$ cat src/rtl/imem_loader.sv
// -----------------------------------------------------------------------------
// imem_loader
//
// Instruction store for the pipeline fetch stage together with a host-side
// program loader. The store holds 2**AW words of DW bits. The fetch stage reads
// it asynchronously. The host streams the program in as bytes, high byte first,
// and the loader packs each pair of bytes into one word. While a load is in
// progress the CPU is held idle. When the load completes, the CPU receives a
// one-cycle reset pulse and is then released to execute.
//
// Ports
//   clock      in   system clock, rising-edge
//   reset      in   asynchronous, active-low reset of the control registers
//   i_addr     in   fetch address (CPU pc)
//   i_datain   out  instruction at i_addr in RUN, 16'h0000 (NOP) otherwise
//   state      out  CPU run control: exec (1) in RUN after the reset pulse,
//                   idle (0) otherwise
//   cpu_rst_n  out  active-low CPU reset, low for one cycle on entry to RUN
//   ld_start   in   pulse: restart loading at address 0, clears ld_err
//   ld_valid   in   ld_byte is valid
//   ld_byte    in   program byte
//   ld_last    in   ld_byte is the final byte of the program
//   ld_ready   out  loader accepts a byte this cycle
//   ld_err     out  sticky: program overflowed the store
//   prog_len   out  words written by the most recent load (0..2**AW)
//   dbg_fsm_o  out  loader FSM state, for debug visibility
//
// Handshake: a byte transfers on a rising edge where ld_valid && ld_ready.
// ld_ready is decoded from the registered FSM state only, so it never depends
// on ld_valid. The producer may hold ld_valid high for as long as it likes;
// ld_last is only considered on a transferring edge.
// -----------------------------------------------------------------------------
module imem_loader #(
    parameter int AW = 8,
    parameter int DW = 16
) (
    input  logic          clock,
    input  logic          reset,
    input  logic [AW-1:0] i_addr,
    output logic [DW-1:0] i_datain,
    output logic          state,
    output logic          cpu_rst_n,
    input  logic          ld_start,
    input  logic          ld_valid,
    input  logic [7:0]    ld_byte,
    input  logic          ld_last,
    output logic          ld_ready,
    output logic          ld_err,
    output logic [AW:0]   prog_len,
    output logic [1:0]    dbg_fsm_o
);

    localparam int DEPTH = 1 << AW;

    // CPU run-control encoding used by the pipeline
    localparam logic STATE_IDLE = 1'b0;
    localparam logic STATE_EXEC = 1'b1;

    localparam logic [1:0] S_WAIT    = 2'd0;
    localparam logic [1:0] S_LOAD_HI = 2'd1;
    localparam logic [1:0] S_LOAD_LO = 2'd2;
    localparam logic [1:0] S_RUN     = 2'd3;

    logic [1:0]    fsm_q,      fsm_d;
    logic [AW-1:0] wptr_q,     wptr_d;
    logic [7:0]    hi_q,       hi_d;
    logic [AW:0]   prog_len_q, prog_len_d;
    logic          err_q,      err_d;
    // Set on the edge that enters RUN and cleared on the next edge.
    // It holds the CPU in reset and keeps it idle for that one cycle.
    logic          pulse_q,    pulse_d;

    logic [DW-1:0] mem_q [0:DEPTH-1];
    logic          mem_we;
    logic [DW-1:0] mem_wdata;

    logic          xfer;
    logic          wptr_full;
    logic [AW:0]   wptr_plus1;

    assign ld_ready   = (fsm_q == S_LOAD_HI) || (fsm_q == S_LOAD_LO);
    assign xfer       = ld_valid && ld_ready;
    assign wptr_full  = (wptr_q == {AW{1'b1}});
    assign wptr_plus1 = {1'b0, wptr_q} + {{AW{1'b0}}, 1'b1};

    always_comb begin
        fsm_d      = fsm_q;
        wptr_d     = wptr_q;
        hi_d       = hi_q;
        prog_len_d = prog_len_q;
        err_d      = err_q;
        pulse_d    = 1'b0;
        mem_we     = 1'b0;
        mem_wdata  = '0;

        if (ld_start) begin
            // A restart wins over any transfer on the same edge, and it
            // drops a half-assembled word.
            fsm_d      = S_LOAD_HI;
            wptr_d     = '0;
            prog_len_d = '0;
            err_d      = 1'b0;
            hi_d       = 8'h00;
        end else if (xfer) begin
            case (fsm_q)
                S_LOAD_HI: begin
                    hi_d = ld_byte;
                    if (ld_last) begin
                        // Odd byte count: pad the final word's low byte.
                        mem_we     = 1'b1;
                        mem_wdata  = {ld_byte, 8'h00};
                        prog_len_d = wptr_plus1;
                        fsm_d      = S_RUN;
                        pulse_d    = 1'b1;
                    end else begin
                        fsm_d = S_LOAD_LO;
                    end
                end
                S_LOAD_LO: begin
                    mem_we     = 1'b1;
                    mem_wdata  = {hi_q, ld_byte};
                    prog_len_d = wptr_plus1;
                    if (ld_last) begin
                        fsm_d   = S_RUN;
                        pulse_d = 1'b1;
                    end else if (wptr_full) begin
                        // The store is full. Stop here rather than wrap, so
                        // word 0 is never overwritten.
                        err_d   = 1'b1;
                        fsm_d   = S_RUN;
                        pulse_d = 1'b1;
                    end else begin
                        wptr_d = wptr_q + {{(AW-1){1'b0}}, 1'b1};
                        fsm_d  = S_LOAD_HI;
                    end
                end
                default: begin
                    fsm_d = fsm_q;
                end
            endcase
        end
    end

    always_ff @(posedge clock or negedge reset) begin
        if (!reset) begin
            fsm_q      <= S_WAIT;
            wptr_q     <= '0;
            hi_q       <= 8'h00;
            prog_len_q <= '0;
            err_q      <= 1'b0;
            pulse_q    <= 1'b0;
        end else begin
            fsm_q      <= fsm_d;
            wptr_q     <= wptr_d;
            hi_q       <= hi_d;
            prog_len_q <= prog_len_d;
            err_q      <= err_d;
            pulse_q    <= pulse_d;
        end
    end

    // The store is not reset. A reset only abandons the load; the words
    // already written keep their contents.
    always_ff @(posedge clock) begin
        if (mem_we) begin
            mem_q[wptr_q] <= mem_wdata;
        end
    end

    assign i_datain  = (fsm_q == S_RUN) ? mem_q[i_addr] : '0;
    assign state     = ((fsm_q == S_RUN) && !pulse_q) ? STATE_EXEC : STATE_IDLE;
    assign cpu_rst_n = !pulse_q;
    assign ld_err    = err_q;
    assign prog_len  = prog_len_q;
    assign dbg_fsm_o = fsm_q;

endmodule

$ cat config.mk
export PLATFORM = sky130hd
export DESIGN_NAME = imem_loader
export DESIGN_NICKNAME = d
export VERILOG_FILES = /design/src/rtl/imem_loader.sv
export SDC_FILE = /design/constraint.sdc
export NUM_CORES = 2
export LEC_CHECK = 0
export CAP_MARGIN = 15
export CORE_MARGIN = 5
export CORE_UTILIZATION = 51
export DETAILED_ROUTE_END_ITERATION = 10
export PLACE_DENSITY = 0.66
export SYNTH_ARGS = -nofsm -noshare
export SYNTH_HDL_FRONTEND = slang
export SYNTH_SLANG_ARGS = --single-unit
$ cat constraint.sdc
create_clock -name clock -period 11.8 [get_ports clock]
set_input_delay 1.18 -clock clock [delete_from_list [all_inputs] [get_ports clock]]
set_output_delay 1.18 -clock clock [all_outputs]
set_load 0.01 [all_outputs]
==> metrics.md <==
| Metric | Value |
|---|---|
| Final worst path period share | `between 60 and 70%` |
| Clock power share | `43.2%` |
| Die Y | `roughly 570 um` |
| Setup tns final | `0 ns` |
| Placed Cells | `between 10000 and 15000` |
| Largest cells by area after synthesis | `edfxtp_1 77%, mux4_2 11%, mux2i_1 3.2%, o221ai_1 1.1%, nor2_1 0.85%` |
| Post-Syn Nets | `between 7000 and 8000` |
| CTS H-Tree Depth | `5` |
| Crit Path Max Fanout | `50` |
| Internal power | `0.0238 W` |
| Root buf cell | `clkbuf_16` |
| Clock Sinks | `~4100` |
| Largest net degree at the start of global routing | `224` |
| Slew Viols, Final | `72` |
| Final core utilization | `57.5%` |
| Mapped Area | `160000 um^2` |
| Worst Tran Pin Value | `approximately 1.6 ns` |
| Final ANT Viol Nets | `0` |
| GRT overflow | `0` |
| Num rows | `between 200 and 250` |
| Worst IR Drop VDD | `between 100 and 150 uV` |
| Number of global-route vias before repair | `just under 80000` |
| Post-synthesis to final-layout area growth | `12.1%` |
| Critical Path End Type | `output port` |
| Post-layout power | `roughly 0.03 W` |
| EDFF count, synth | `a little over 4000` |
| Hold Crit Class | `reg2reg` |
| Count of different cell masters after synthesis | `between 70 and 80` |
| YS warnings | `0` |
| Area of the multi-input gates | `33300 um^2` |
| Arr. time, crit path | `between 6 and 7 ns` |
| Top FF cell, synth | `edfxtp_1` |
| Max_slew headroom | `-5.69%` |
| First-pass GRT wire length | `between 500000 and 600000 um` |
| TritonCTS clock tree | `built` |
| Worst-skew pair later-pin latency | `0.96 ns` |
| R2R setup slack | `5.96 ns` |
| CTS buffer count | `409` |
| Critical setup path kind | `in2out` |
| Most frequent cell after synthesis | `edfxtp_1` |
| Register bit total from synthesis | `~4100` |
| F_max | `127 MHz` |
| Synth Area per Inst | `approximately 21 um^2` |
| Sw Pwr | `between 0.006 and 0.007 W` |
| Hold Buf Count CTS | `0` |
| Type of origin of the critical path | `input port` |
| Leak pwr | `54.6 nW` |
| Clock buffer depth | `4` |
| Sequential cell area | `124000 um^2` |
| Starting Density | `roughly half` |
| # DRC | `0` |
| Power Density | `about 170 nW/um^2` |
| Clock skew | `approximately 0.072 ns` |
| RSZ-0062 raised after global routing | `false` |
| Sequential share of power | `a little over half` |
| Die ar. | `325000 um^2` |
| Hold_ws | `0.488 ns` |
| DRT iter0 DRCs | `11500` |
| Async SR Flop Fraction | `0.703%` |
| Tmin final | `7.86 ns` |
| Comb pwr share | `3.7%` |
| Required time of the critical path | `~11 ns` |
| # port buffers | `51` |
| Ports | `52` |
| Failing checks | `max-slew violations` |
| DR pass1 iterations | `9` |
| Total GRT Usage | `25.8%` |
| Die X | `around 570 um` |
| Most frequent cells after synthesis | `4096 x edfxtp_1, 803 x mux4_2, 504 x mux2i_1, 361 x nor2_1, 199 x o221ai_1` |
| Seq/Total Area, Yosys | `between 70 and 80%` |
| Postcts setup bufs | `0` |
| Final net count | `7909` |
| Vias | `approximately 80000` |
| Switch share | `between 20% and 30%` |
| Non-Filler Instances | `about 12000` |
| Layout cells sized above 1 | `around 23%` |
| Gate Count Post-Synth | `approximately 7500` |
| Post-DP HPWL | `~240000 um` |
| Hold Violations, Final | `0` |
| Setup violators final | `0` |
| Yosys top cell area share | `76.8%` |
| Synth area leader | `edfxtp_1` |
| CTS clk-pin slew, worst paths | `about 0.060 ns` |
| Detailed Route WL | `around 420000 um` |
| Outcome | `finished, violations left` |
| # Max-Cap Violations | `0` |
| Area of the core | `approximately 310000 um^2` |
| FILL cells | `between 20000 and 25000` |
| Avg WL per Cell | `between 30 and 40 um` |
| Routed vias/inst | `6.50` |
| Final Wtd Congestion | `roughly 0.85` |
| Initial antenna violation count | `16` |
| CTS resizes | `0` |
-- worst max-delay path, cell delays in order --
cell and delay (ns):
buf_8 0.39, buf_4 0.69, nand3_1 1.02, buf_4 0.54, o22ai_1 0.15, nor3_1 0.09
a31oi_1 0.71, nand4_1 0.44, o32ai_1 0.63, clkdlybuf4s50_1 0.70
-- cell families (layout without fill, tap and decap cells) --
logic type      Yosys count  in the layout  synth area share, %
flops                  4125           4125                 77.3
mux                    1345           1345                 15.0
compound gates          781            781                 3.36
simple gates            762            762                 2.15
buf+inv                 457           1184                 2.11
xor+xnor                 10             10               0.0547
fa+ha+maj                 7              7               0.0547
other cells               0              8                    0
-- per-stage QoR --
step,cell area [um^2],setup WS (ns)
3_3_place_gp,166000,3.53
6_report,179000,3.94
4_1_cts,179000,3.57
5_1_grt,179000,3.76
2_1_floorplan,160000,2.74
3_5_place_dp,166000,3.59
-- final timing paths --
path	start	endpoint	depth (start not counted)
worst max-delay path	i_addr[2]	i_datain[2]	10
worst min-delay path	hi_q[0]	hi_q[0]	2
worst max register to register	dbg_fsm_o[0]	mem_q[87][9]	9
worst min register to register	hi_q[0]	hi_q[0]	2
max in group asynchronous	reset	hi_q[5]	2
min in group asynchronous	reset	wptr_q[5]	2
-- flip-flops by register name, summed over array words and instances, names as in the netlist --
register and cells:
dbg_fsm_o 2, hi_q 8, ld_err 1, mem_q 4096, prog_len 9, pulse_q 1
wptr_q 8
-- power by group through the flow --
stage	combinational (W)	clock [W]	sequential [W]
5_1_grt	0.00117	0.0138	0.0160
6_report	0.00112	0.0130	0.0160
3_5_place_dp	0.00111	0	0.0163
4_1_cts	0.00112	0.0131	0.0160
2_1_floorplan	0.000713	0	0.0163
3_3_place_gp	0.00110	0	0.0163
-- layer usage --
layer / wire length (um) / track usage [%] / vias to the layer above
li1: - / - / 32400
met1: 161000 / 36.5 / 42700
met2: 200000 / 40.2 / 4561
met3: 44400 / 5.47 / 711
met4: 16100 / 8.95 / 6
met5: 47 / 0 / -
-- layout make-up --
class	instances	area share, %
Tap cell	4140	2.89
Timing Repair Buffer	427	2.06
Antenna cell	8	0.0112
Multi-Input combinational cell	2905	18.6
Inverter	13	0.0314
Sequential cell	4125	69.0
Clock buffer	503	5.99
Clock inverter	241	1.50
-- placed cells by master (no fill, tap or decap), drive strengths merged, types with 21 or more instances in the layout --
cell type / synthesis / routed
nand4: 28 / 28
nand2: 140 / 140
a211oi: 24 / 24
nand3: 26 / 26
mux2i: 504 / 504
mux4: 834 / 834
inv: 12 / 22
clkinv: 1 / 177
nor3: 89 / 89
a21oi: 137 / 137
or3: 22 / 22
o221ai: 200 / 200
a31oi: 21 / 21
dfrtp: 29 / 29
edfxtp: 4096 / 4096
clkbuf: 144 / 507
nor2: 361 / 361
clkdlybuf4s50: 0 / 46
a22oi: 56 / 56
bufinv: 0 / 43
buf: 300 / 376
o21ai: 107 / 107
o22ai: 156 / 156
(Power assumes the default switching activity.)
